File: src/rtl/vertex_feeder.sv
// Nearest-vertex scanner: fetches each vertex from BRAM, hands it to the distance engine, tracks argmin.
// Optional FEEDER_TIMEOUT_EN adds a 64-cycle WAIT timeout that skips the vertex and raises timeout_err_out.
module vertex_feeder #(
    parameter int DIM       = 2,
    parameter int NUM_VERTS = 16,
    parameter int ADDR_W    = $clog2(NUM_VERTS*DIM)
) (
    input  logic                       clk_in,
    input  logic                       rst_n_in,
    input  logic                       start_in,
    input  logic [DIM-1:0][31:0]       query_pos_in,
    output logic [ADDR_W-1:0]          mem_addr_out,
    input  logic [31:0]                mem_data_in,
    output logic [DIM-1:0][31:0]       vertex_pos_out,
    output logic [DIM-1:0][31:0]       query_pos_out,
    output logic [DIM-1:0]             data_valid_out,
    input  logic [31:0]                distance_sq_in,
    input  logic                       distance_valid_in,
    output logic [((NUM_VERTS > 1) ? $clog2(NUM_VERTS) : 1)-1:0] best_index_out,
    output logic [31:0]                best_dist_out,
`ifdef FEEDER_TIMEOUT_EN
    output logic                       timeout_err_out,
`endif
    output logic                       busy_out,
    output logic                       done_out
);
    localparam int IDX_W = (NUM_VERTS > 1) ? $clog2(NUM_VERTS) : 1;
    localparam int CNT_W = $clog2(DIM + 2) + 1;

    typedef enum logic [2:0] {IDLE, FETCH, ISSUE, WAIT, DONE} state_t;

    state_t           state;
    logic [IDX_W-1:0] v;
    logic [CNT_W-1:0] cnt;
    logic             timeout_hit;
    logic             wait_exit;
`ifdef FEEDER_TIMEOUT_EN
    logic [5:0]       wait_cnt;
`endif

    always_comb begin
        timeout_hit = 1'b0;
`ifdef FEEDER_TIMEOUT_EN
        timeout_hit = (wait_cnt == 6'd63) && !distance_valid_in;
`endif
        wait_exit = (state == WAIT) && (distance_valid_in || timeout_hit);
    end

    always_ff @(posedge clk_in or negedge rst_n_in) begin
        if (!rst_n_in) begin
            state          <= IDLE;
            v              <= '0;
            cnt            <= '0;
            mem_addr_out   <= '0;
            vertex_pos_out <= '0;
            query_pos_out  <= '0;
            data_valid_out <= '0;
            best_dist_out  <= 32'hFFFF_FFFF;
            best_index_out <= '0;
            busy_out       <= 1'b0;
            done_out       <= 1'b0;
`ifdef FEEDER_TIMEOUT_EN
            wait_cnt        <= '0;
            timeout_err_out <= 1'b0;
`endif
        end else begin
            done_out <= 1'b0;
            case (state)
                IDLE: if (start_in) begin
                    state          <= FETCH;
                    query_pos_out  <= query_pos_in;
                    v              <= '0;
                    cnt            <= '0;
                    mem_addr_out   <= '0;
                    best_dist_out  <= 32'hFFFF_FFFF;
                    best_index_out <= '0;
                    busy_out       <= 1'b1;
`ifdef FEEDER_TIMEOUT_EN
                    timeout_err_out <= 1'b0;
`endif
                end
                FETCH: begin
                    // BRAM has two cycles of read latency: word k arrives in fetch cycle k+2
                    for (int k = 0; k < DIM; k++)
                        if (cnt == CNT_W'(k + 2)) vertex_pos_out[k] <= mem_data_in;
                    if (cnt < CNT_W'(DIM - 1)) mem_addr_out <= mem_addr_out + ADDR_W'(1);
                    if (cnt == CNT_W'(DIM + 1)) begin
                        state          <= ISSUE;
                        cnt            <= '0;
                        data_valid_out <= DIM'(1);
                    end else begin
                        cnt <= cnt + CNT_W'(1);
                    end
                end
                ISSUE: begin
                    if (cnt == CNT_W'(DIM - 1)) begin
                        state          <= WAIT;
                        data_valid_out <= '0;
`ifdef FEEDER_TIMEOUT_EN
                        wait_cnt       <= '0;
`endif
                    end else begin
                        cnt            <= cnt + CNT_W'(1);
                        data_valid_out <= data_valid_out << 1;
                    end
                end
                WAIT: begin
                    if (wait_exit) begin
                        // strict compare keeps the lower index on ties; vertex 0 seeds the search
                        if (distance_valid_in && (v == '0 || distance_sq_in < best_dist_out)) begin
                            best_dist_out  <= distance_sq_in;
                            best_index_out <= v;
                        end
`ifdef FEEDER_TIMEOUT_EN
                        if (timeout_hit) timeout_err_out <= 1'b1;
`endif
                        if (v == IDX_W'(NUM_VERTS - 1)) begin
                            state    <= DONE;
                            busy_out <= 1'b0;
                            done_out <= 1'b1;
                        end else begin
                            state        <= FETCH;
                            v            <= v + IDX_W'(1);
                            cnt          <= '0;
                            mem_addr_out <= ADDR_W'((int'(v) + 1) * DIM);
                        end
                    end
`ifdef FEEDER_TIMEOUT_EN
                    else begin
                        wait_cnt <= wait_cnt + 6'd1;
                    end
`endif
                end
                DONE:    state <= IDLE;
                default: state <= IDLE;
            endcase
        end
    end
endmodule

File: config.mk
export PLATFORM = sky130hd
export DESIGN_NAME = vertex_feeder
export DESIGN_NICKNAME = d
export VERILOG_FILES = /design/src/rtl/vertex_feeder.sv
export SDC_FILE = /design/constraint.sdc
export NUM_CORES = 1
export LEC_CHECK = 0
export CAP_MARGIN = 20
export CORE_MARGIN = 5
export CORE_UTILIZATION = 45
export CTS_CLUSTER_DIAMETER = 50
export DETAILED_ROUTE_END_ITERATION = 10
export GPL_TIMING_DRIVEN = 0
export PLACE_DENSITY = 0.92
export SLEW_MARGIN = 5
export SYNTH_ARGS = -nofsm -noshare
export SYNTH_HDL_FRONTEND = slang
export SYNTH_SLANG_ARGS = --single-unit
File: constraint.sdc
create_clock -name clk_in -period 2.79 [get_ports clk_in]
set_input_delay 0.279 -clock clk_in [delete_from_list [all_inputs] [get_ports clk_in]]
set_output_delay 0.279 -clock clk_in [all_outputs]
set_load 0.1 [all_outputs]
==> metrics.md, run 1 <==
| Metric | Value |
|---|---|
| Status | `finished, final reports clean` |
| Adder-Cell Fraction of Synth Area | `5.95%` |
| Die span in y | `145 microns` |
| Layout cells sized above 1 | `22.3%` |
| Tmin final | `2.62 ns` |
| DRT iter0 DRCs | `just under 200` |
| Post-CTS resize count | `0` |
| Clock Skews | `0.0108 ns` |
| Top achievable clock speed | `approximately 380 MHz` |
| Compound-gate portion of the synthesized area | `4.65%` |
| Die width | `145 microns` |
| Worst stage delay on the critical path | `0.62 ns` |
| Num CTS Buffers | `17` |
| Syn nets | `802` |
| Multiplexer share of the synthesized area | `around 22%` |
| Placed wire-length estimate | `about 17,000 microns` |
| Endpoint class of the critical path | `flip-flop` |
| Simple-Gate Fraction of Synth Area | `~6.3%` |
| Fin. Hold Viols | `0` |
| Critical Path RT | `3.09 ns` |
| Slew @ Worst Pin | `1.07 ns` |
| Dominant cell type by area after synthesis | `dfrtp_1` |
| Post-CTS Setup Inserts | `0` |
| FF/Latch Area | `0.00463 sq mm` |
| Avg WL per Cell | `17.9 microns` |
| GPL Wtd Cong | `0.799` |
| Area share of the largest cell type after synthesis | `46.1%` |
| DR pass1 iterations | `4` |
| CTS tree | `built` |
| Number of diodes | `0` |
| EDFF count, synth | `0` |
| Fillers | `between 1,000 and 1,500` |
| Max Cap Viol | `0` |
| I/O pin cnt | `between 300 and 400` |
| Area of the multi-input gates | `0.00323 sq mm` |
| Initial antenna violation count | `0` |
| Row count | `49` |
| Distinct cells, synth | `51` |
| Post-synth ARST share | `100%` |
| Total routed wirelength | `21,400 microns` |
| H-Tree Depth | `4` |
| Mapped Avg Cell Area | `13.0 sq um` |
| Largest net degree at the start of global routing | `113` |
| Startpoint Class | `flip-flop` |
| Largest family of logic cells by synthesized area | `multiplexers` |
| Vias in the first global route | `6,582` |
| Starting density of the core | `45.7%` |
| Slowest-stage cell, CP | `dfstp_4` |
| Slew margin rel. | `between 20 and 30%` |
| Setup WS post-layout | `0.170 ns` |
| Final setup viols | `0` |
| Nets | `1,126` |
| Synth top cells by count | `151 x dfrtp_1, 124 x mux2_2, 52 x nor2_1` |
| Count of pins over their slew limit | `0` |
| Drt drc | `0` |
| Port bufs | `303` |
| Unrepaired setup endpoints after global routing | `no` |
| Crit Path Category | `reg -> reg` |
| Worst-Skew Late Latency | `between 0.4 and 0.5 ns` |
| First-pass GRT wire length | `35,000 microns` |
| Die area | `about 0.021 sq mm` |
| CP arrival | `2.92 ns` |
| Top FF cell, synth | `dfrtp_1` |
| Place WS | `0.102 ns` |
| Sequential element share of the synthesized area | `between 50% and 60%` |
| CP max FO | `9` |
| Worst hold path type | `in -> reg` |
| Syn Inst Count | `631` |
| CTS root buf | `clkbuf_16` |
| GRT Util Overall | `20.3%` |
| Via density | `5.04` |
| Synth Register Bits | `between 150 and 200` |
| Area Growth Syn to Fin | `48.3%` |
| Crit-path cells | `inv_1 -> ha_1 -> nand4_1 -> or4_4 -> o221a_1 -> a2bb2oi_2 -> buf_6 -> mux2_4` |
| Routed vias | `6,033` |
| Core Footprint | `around 0.018 sq mm` |
| Post-route antenna net violation count | `0` |
| Deepest clock path buffer count | `2` |
| Xor/xnor share of the synthesized area | `0.320%` |
| Total global routing overflow | `0` |
| Post-layout util | `67.7%` |
| Count leader, synth | `dfrtp_1` |
| Cell area after synthesis | `between 0.008 and 0.009 sq mm` |
| CTS clk-pin slew, worst paths | `0.08 ns` |
| Synthesis Warnings | `0` |
| Final worst-path cycle share | `93.9%` |
| Clk sinks | `183` |
| Main area contributors after synthesis | `dfrtp_1 46%, mux2_2 17%, dfstp_2 10%, ha_1 5.9%, mux2i_1 4.3%` |
[worst max-delay path: cells and delay by family, from the launching register on]
| family | cells | cell delay, ns |
|---|---|---|
| buffers and inverters | 2 | 0.22 |
| AND/OR/NAND/NOR | 2 | 0.64 |
| AO/OA/AOI/OAI | 2 | 0.41 |
| adder cells (fa/ha/maj) | 1 | 0.31 |
| flip-flops | 1 | 0.62 |
| multiplexers | 1 | 0.30 |
[per-stage QoR]
stage	hold WS [ns]	std cells	setup TNS (ns)	area, sq um
finish	0.266	1197	0	12200
global route	0.282	1197	0	12200
CTS	0.246	1197	0	12200
detailed placement	0.288	1164	0	11600
global placement	0.466	1163	-1062.24	11500
floorplan	-0.0166	631	0	8220
[routing by layer]
layer  GRT usage, %  part of all wire (%)
met2           35.7                    52
met4           5.98                   2.2
met1           23.7                    39
met5              0                     0
met3           6.33                   7.1
[cell families (layout without fill, tap and decap cells)]
kind of cell / after synthesis / in the layout
DFF: 183 / 183
muxes: 165 / 165
and+or+nand+nor: 110 / 110
buffers and inverters: 73 / 410
AOI/OAI and AO/OA: 58 / 58
adders and majority gates: 39 / 39
xor gates and xnor gates: 3 / 3
[cell usage in the layout (no fill, tap or decap), drive strengths merged, types with 2 or more instances in the layout]
master	instances
a22o	4
mux2i	35
clkbuf	29
clkdlybuf4s50	302
mux2	130
dfrtp	151
dfstp	32
nor2	52
clkinv	6
inv	52
a21oi	15
nand4	4
a221oi	2
nor3	2
a211oi	6
nand3b	2
buf	20
nand3	7
and3	2
xor2	2
o21ai	19
ha	39
nand2	26
o22ai	2
or2	2
nand2b	5
[cell type report]
cell class | count | share of cell area [%]
multi-input combinational | 375 | 26.6
buffer | 30 | 1.58
tap | 229 | 2.35
sequential | 183 | 38.1
clock buffer | 17 | 3.50
inverter | 43 | 1.33
timing repair buffer | 305 | 25.3
clock inverter | 15 | 1.32
[sequential cells by signal (all words and copies together), names as in the netlist, 2 cells and up]
register,cells
state,3
mem_addr_out,5
v,4
best_index_out,4
data_valid_out,2
cnt,3
query_pos_out,64
best_dist_out,32
vertex_pos_out,64
[final timing paths]
| path | from | to | slack [ns] | depth (start not counted) |
|---|---|---|---|---|
| worst min register to register | best_dist_out[4] | best_dist_out[4] | 0.50 | 2 |
| worst max-delay path | best_dist_out[30] | best_index_out[1] | 0.17 | 8 |
| max in group asynchronous | rst_n_in | data_valid_out[0] | 1.39 | 3 |
| worst min-delay path | distance_valid_in | state[2] | 0.27 | 3 |
| min in group asynchronous | rst_n_in | query_pos_out[60] | 0.43 | 2 |
| worst max register to register | best_dist_out[30] | best_index_out[1] | 0.17 | 8 |
[repair_timing]
item / CTS / global route
hold buffers: 1 / 0
hold endpoints to repair: 41 / 0
setup endpoints to repair: 0 / 0
Power of run 1 is left out: the tool's default activity adds up to more than one toggle a clock period on the data nets, which glitch-free logic cannot reach.
==> run 2: changes to the inputs <==
--- a/config.mk
+++ b/config.mk
@@ -10,7 +10,6 @@
 export CORE_UTILIZATION = 45
 export CTS_CLUSTER_DIAMETER = 50
 export DETAILED_ROUTE_END_ITERATION = 10
-export GPL_TIMING_DRIVEN = 0
 export PLACE_DENSITY = 0.92
 export SLEW_MARGIN = 5
 export SYNTH_ARGS = -nofsm -noshare
==> run 2 against run 1 <==
Effect of this change: routed wire length down 3.9%; clock-buffer cell count unchanged; hold slack better by 0.15 ns; worst setup slack worse by 0.034 ns; cell area down 3.8%; clock skew up 0.0061 ns.
==> metrics.md, run 2 (same netlist as run 1, synthesis figures left out) <==
| Metric | Value |
|---|---|
| Die width | `145 microns (unchanged)` |
| Starting density of the core | `45.7% (unchanged)` |
| Post-CTS resize count | `0 (unchanged)` |
| Critical Path RT | `3.09 ns (about the same)` |
| Row count | `49 (unchanged)` |
| DR pass1 iterations | `4 (unchanged)` |
| Fin. Hold Viols | `0 (unchanged)` |
| Vias in the first global route | `6,380 (was 6,582)` |
| Tmin final | `2.65 ns (was 2.62 ns)` |
| Slew margin rel. | `58.8% (was 28.5%)` |
| First-pass GRT wire length | `33,400 microns (was 35,000 microns)` |
| Initial antenna violation count | `0 (unchanged)` |
| Deepest clock path buffer count | `2 (unchanged)` |
| GPL Wtd Cong | `0.818 (was 0.799)` |
| Post-route antenna net violation count | `0 (unchanged)` |
| Die area | `0.0210 sq mm (unchanged)` |
| Area Growth Syn to Fin | `42.6% (was 48.3%)` |
| Count of pins over their slew limit | `0 (unchanged)` |
| Status | `finished, final reports clean (unchanged)` |
| Drt drc | `0 (unchanged)` |
| Clock Skews | `0.0168 ns (was 0.0108 ns)` |
| CTS tree | `built (unchanged)` |
| Layout cells sized above 1 | `40.4% (was 22.3%)` |
| Number of diodes | `0 (unchanged)` |
| RR Startpoint | `best_dist_out[30] (unchanged)` |
| DRT iter0 DRCs | `262 (was 199)` |
| Unrepaired setup endpoints after global routing | `no (unchanged)` |
| Crit Path Category | `reg -> reg (unchanged)` |
| Core Footprint | `0.0180 sq mm (unchanged)` |
| Most common cell after layout, fill and taps aside | `buf_4 (was clkdlybuf4s50_1)` |
| Final worst-path cycle share | `95.1% (was 93.9%)` |
| Nets | `1,108 (was 1,126)` |
| Total routed wirelength | `20,600 microns (was 21,400 microns)` |
| Total global routing overflow | `0 (unchanged)` |
| Worst-Skew Late Latency | `0.42 ns (about the same)` |
| Via density | `5.04 (about the same)` |
| CP max FO | `4 (was 9)` |
| CTS root buf | `clkbuf_16 (unchanged)` |
| CP arrival | `2.95 ns (was 2.92 ns)` |
| Post-CTS Setup Inserts | `0 (unchanged)` |
| Placed wire-length estimate | `15,900 microns (was 16,500 microns)` |
| Avg WL per Cell | `17.4 microns (was 17.9 microns)` |
| Endpoint class of the critical path | `flip-flop (unchanged)` |
| Worst hold path type | `in -> async (was in -> reg)` |
| Biggest regs | `query_pos_out: 64 flops, vertex_pos_out: 64 flops, best_dist_out: 32 flops (unchanged)` |
| Routed vias | `5,948 (was 6,033)` |
| Hold_buf cts | `1 (unchanged)` |
| I/O pin cnt | `305 (unchanged)` |
| Final setup viols | `0 (unchanged)` |
| GRT Util Overall | `19.3% (was 20.3%)` |
| Clk sinks | `183 (unchanged)` |
| Port bufs | `304 (was 303)` |
| Slew @ Worst Pin | `0.617 ns (was 1.07 ns)` |
| Startpoint Class | `flip-flop (unchanged)` |
| Die span in y | `145 microns (unchanged)` |
| Most frequent cells in the layout | `181 x buf_4, 151 x dfrtp_1, 130 x clkdlybuf4s50_1 (was 302 x clkdlybuf4s50_1, 151 x dfrtp_1, 124 x mux2_2)` |
| H-Tree Depth | `4 (unchanged)` |
| Largest net degree at the start of global routing | `69 (was 113)` |
| Top achievable clock speed | `377 MHz (was 382 MHz)` |
| CP Launch Point | `best_dist_out[30] (unchanged)` |
| Setup TNS Final | `0 ns (unchanged)` |
| CTS clk-pin slew, worst paths | `0.08 ns (about the same)` |
| Num CTS Buffers | `17 (unchanged)` |
| Max Cap Viol | `0 (unchanged)` |
-- run 2: cell count changes in the layout (fill, tap and decap cells not counted), moves of 2 or more --
cell | before | now
buf_4 | 1 | 181
buf_2 | 10 | 0
clkbuf_1 | 12 | 0
buf_1 | 2 | 0
clkdlybuf4s50_1 | 302 | 130
-- run 2: worst max-delay path: stages, from the launching register on --
cell       delay (ns)
dfstp_4          0.62
inv_1            0.05
ha_1             0.31
nand4_1          0.13
or4_4            0.51
o221a_1          0.29
a2bb2oi_4        0.16
buf_4            0.18
mux2_4           0.29
-- run 2: through the flow --
stage                     std cells  cell area (sq um)  setup slack (ns)  utilization (%)  hold slack, ns
after global placement         1146              11100            0.0715             61.7           0.304
after floorplan                 631               8220            0.0143                -         -0.0166
after CTS                      1179              11700             0.132             65.1           0.419
after detailed placement       1146              11100            0.0383             61.7           0.305
final                          1179              11700             0.136             65.1           0.412
after global routing           1179              11700           0.00913             65.1           0.450
-- run 2: layout make-up --
type                       count  area, sq um
sequential                   183         4630
clock buffer                  17          425
fill                        1331         6260
timing repair buffer         317         2760
inverter                      43          161
multi-input combinational    375         3250
tap                          229          287
clock inverter                15          183
-- run 2: path summary, 6_finish.rpt --
check / cells past startpoint / slack, ns / to
setup reg to reg: 8 / 0.14 / best_index_out[1]
hold reg to reg: 2 / 0.49 / best_dist_out[0]
min in group clk_in: 2 / 0.47 / query_pos_out[46]
max in group asynchronous: 3 / 1.46 / query_pos_out[62]
hold / removal: 2 / 0.41 / query_pos_out[60]
setup / recovery: 8 / 0.14 / best_index_out[1]
-- run 2: layer usage --
metal / global-route usage, % / vias to the layer above / routed length, microns
li1: - / 2803 / -
met5: 0 / - / 0
met4: 6.26 / 0 / 495
met1: 22.2 / 2936 / 7920
met2: 33.8 / 180 / 10800
met3: 6.42 / 29 / 1300
Power of run 2 is left out for the same reason.
==> run 3: changes to the inputs <==
--- a/config.mk
+++ b/config.mk
@@ -6,6 +6,7 @@
 export NUM_CORES = 1
 export LEC_CHECK = 0
 export CAP_MARGIN = 20
+export CORE_ASPECT_RATIO = 2
 export CORE_MARGIN = 5
 export CORE_UTILIZATION = 45
 export CTS_CLUSTER_DIAMETER = 50
==> constraint.sdc (replaced) <==
create_clock -name clk_in -period 2.45 [get_ports clk_in]
set_input_delay 0.245 -clock clk_in [delete_from_list [all_inputs] [get_ports clk_in]]
set_output_delay 0.245 -clock clk_in [all_outputs]
set_load 0.1 [all_outputs]
==> run 3 against run 2 <==
Effect of this change: the flow now finishes with violations (setup timing); via count up 5.9%; non-clock buffer count up 39; global-route usage up 3.2 points; routed wire length up 14%; clock skew down 0.0019 ns; critical path depth unchanged; hold slack worse by 0.018 ns; register-to-register slack worse by 0.27 ns; utilization up 1.8 points.
==> metrics.md, run 3 (same netlist as run 1, synthesis figures left out) <==
| Metric | Value |
|---|---|
| Status | `complete, but fails checks (was finished, final reports clean)` |
| Failing checks | `setup timing` |
| Layout cells sized above 1 | `45.6% (was 40.4%)` |
| Place WS | `-0.410 ns (was 0.0383 ns)` |
| Routed vias | `6,298 (was 5,948)` |
| Port bufs | `304 (unchanged)` |
| Fin. Hold Viols | `0 (unchanged)` |
| Unrepaired setup endpoints after global routing | `yes (was no)` |
| GPL Wtd Cong | `0.840 (was 0.818)` |
| Finished Layout Cells | `1,207 (was 1,179)` |
| Core Footprint | `0.0181 sq mm (was 0.0180 sq mm)` |
| Final worst-path cycle share | `105% (was 95.1%)` |
| Slew margin rel. | `59.9% (was 58.8%)` |
| R2R depth | `8 (unchanged)` |
| Inst Count DP | `1,165 (was 1,146)` |
| RR Startpoint | `best_dist_out[30] (unchanged)` |
| Worst stage delay on the critical path | `0.63 ns (was 0.62 ns)` |
| Worst-Skew Late Latency | `0.43 ns (was 0.42 ns)` |
| Tmin final | `2.58 ns (was 2.65 ns)` |
| Critical Path RT | `2.76 ns (was 3.09 ns)` |
| I/O pin cnt | `305 (unchanged)` |
| Final setup viols | `24 (was 0)` |
| H-Tree Depth | `4 (unchanged)` |
| Clock Skews | `0.0149 ns (was 0.0168 ns)` |
| Total global routing overflow | `0 (unchanged)` |
| Die width | `105 microns (was 145 microns)` |
| Vias in the first global route | `7,127 (was 6,380)` |
| Max Cap Viol | `0 (unchanged)` |
| Deepest clock path buffer count | `2 (unchanged)` |
| Largest net degree at the start of global routing | `69 (unchanged)` |
| Top achievable clock speed | `387 MHz (was 377 MHz)` |
| Slowest-stage cell, CP | `dfstp_4 (unchanged)` |
| CTS root buf | `clkbuf_16 (unchanged)` |
| Crit-path cells | `inv_4 -> ha_4 -> nand4_1 -> or4_4 -> o221a_1 -> a2bb2oi_4 -> buf_6 -> mux2_4 (was inv_1 -> ha_1 -> nand4_1 -> or4_4 -> o221a_1 -> a2bb2oi_4 -> buf_4 -> mux2_4)` |
| Clk sinks | `183 (unchanged)` |
| Reg2reg setup slack | `-0.13 ns (was 0.14 ns)` |
| Die area | `0.0212 sq mm (was 0.0210 sq mm)` |
| Setup WS post-layout | `-0.134 ns (was 0.136 ns)` |
| Drt drc | `0 (unchanged)` |
| Nets | `1,147 (was 1,108)` |
| Biggest regs | `query_pos_out: 64 flops, vertex_pos_out: 64 flops, best_dist_out: 32 flops (unchanged)` |
| DRT iter0 DRCs | `218 (was 262)` |
| DR pass1 iterations | `4 (unchanged)` |
| Starting density of the core | `45.3% (was 45.7%)` |
| Row count | `70 (was 49)` |
| Count of pins over their slew limit | `0 (unchanged)` |
| Initial antenna violation count | `4 (was 0)` |
| Placed wire-length estimate | `17,900 microns (was 15,900 microns)` |
| Most common cell after layout, fill and taps aside | `buf_4 (unchanged)` |
| CP max FO | `4 (unchanged)` |
| Most frequent cells in the layout | `217 x buf_4, 151 x dfrtp_1, 130 x clkdlybuf4s50_1 (was 181 x buf_4, 151 x dfrtp_1, 130 x clkdlybuf4s50_1)` |
| Num CTS Buffers | `17 (unchanged)` |
| Startpoint Class | `flip-flop (unchanged)` |
| Die span in y | `201 microns (was 145 microns)` |
| Crit Path Category | `reg -> reg (unchanged)` |
| Avg WL per Cell | `19.3 microns (was 17.4 microns)` |
| Worst hold path type | `in -> async (unchanged)` |
| Total routed wirelength | `23,400 microns (was 20,600 microns)` |
| CP arrival | `2.90 ns (was 2.95 ns)` |
| Post-route antenna net violation count | `0 (unchanged)` |
| Via density | `5.22 (was 5.04)` |
| First-pass GRT wire length | `37,400 microns (was 33,400 microns)` |
| CTS tree | `built (unchanged)` |
| CTS clk-pin slew, worst paths | `0.08 ns (about the same)` |
| R2r endpoint | `best_index_out[0] (was best_index_out[1])` |
| Area Growth Syn to Fin | `47.9% (was 42.6%)` |
| Slew @ Worst Pin | `0.601 ns (was 0.617 ns)` |
| GRT Util Overall | `22.4% (was 19.3%)` |
| Endpoint class of the critical path | `flip-flop (unchanged)` |
run 3: worst max-delay path, delay by kind of cell, from the launching register on:
family                   cells  cell delay, ns
adder cells (fa/ha/maj)      1            0.26
buffers and inverters        2            0.19
multiplexers                 1            0.29
AO/OA/AOI/OAI                2            0.47
flip-flops                   1            0.63
AND/OR/NAND/NOR              2            0.64
run 3: metrics by stage:
stage                     cell area [sq um]  TNS (ns)  utilization, %  hold WS [ns]
after global routing                  12100     -4.85            66.9         0.418
final                                 12100    -0.719            66.9         0.394
after CTS                             12100     -3.14            66.6         0.394
after detailed placement              11400    -12.35            62.8         0.284
after global placement                11400    -10.44            62.8         0.274
after floorplan                        8290     -4.85               -       -0.0506
run 3: worst max path at each step:
stage	from	endpoint	slack (ns)	cells past startpoint
finish	best_dist_out[30]	best_index_out[0]	-0.13	8
global route	best_dist_out[30]	best_index_out[0]	-0.19	8
CTS	best_dist_out[31]	best_index_out[0]	-0.13	8
detailed placement	distance_sq_in[2]	best_dist_out[22]	-0.41	9
global placement	distance_sq_in[2]	best_index_out[0]	-0.34	9
floorplan	best_dist_out[31]	best_index_out[0]	-0.21	8
run 3: area by class of cell:
type	count	area, sq um
Timing Repair Buffer	356	3060
Multi-Input combinational cell	375	3410
Inverter	43	169
Tap cell	216	270
Sequential cell	183	4660
Fill cell	1286	6000
Clock buffer	17	425
Antenna cell	2	5.00
Clock inverter	15	133
run 3: metal layers:
metal	global-route usage, %	up-vias	part of all wire (%)
met2	42.5	203	58
li1	-	2886	-
met3	5.76	71	5.3
met5	0	-	0.090
met1	21.4	3134	32
met4	12.2	4	4.5
run 3: timing repair:
item                                   CTS  global route
buffers inserted                         6             2
setup endpoints to repair               36            36
endpoints found under the hold margin   52             0
pin swaps                                2             9
resized for setup                       10            16
cloned                                   1             0
hold buffers                             1             0
Power of run 3 is left out for the same reason.
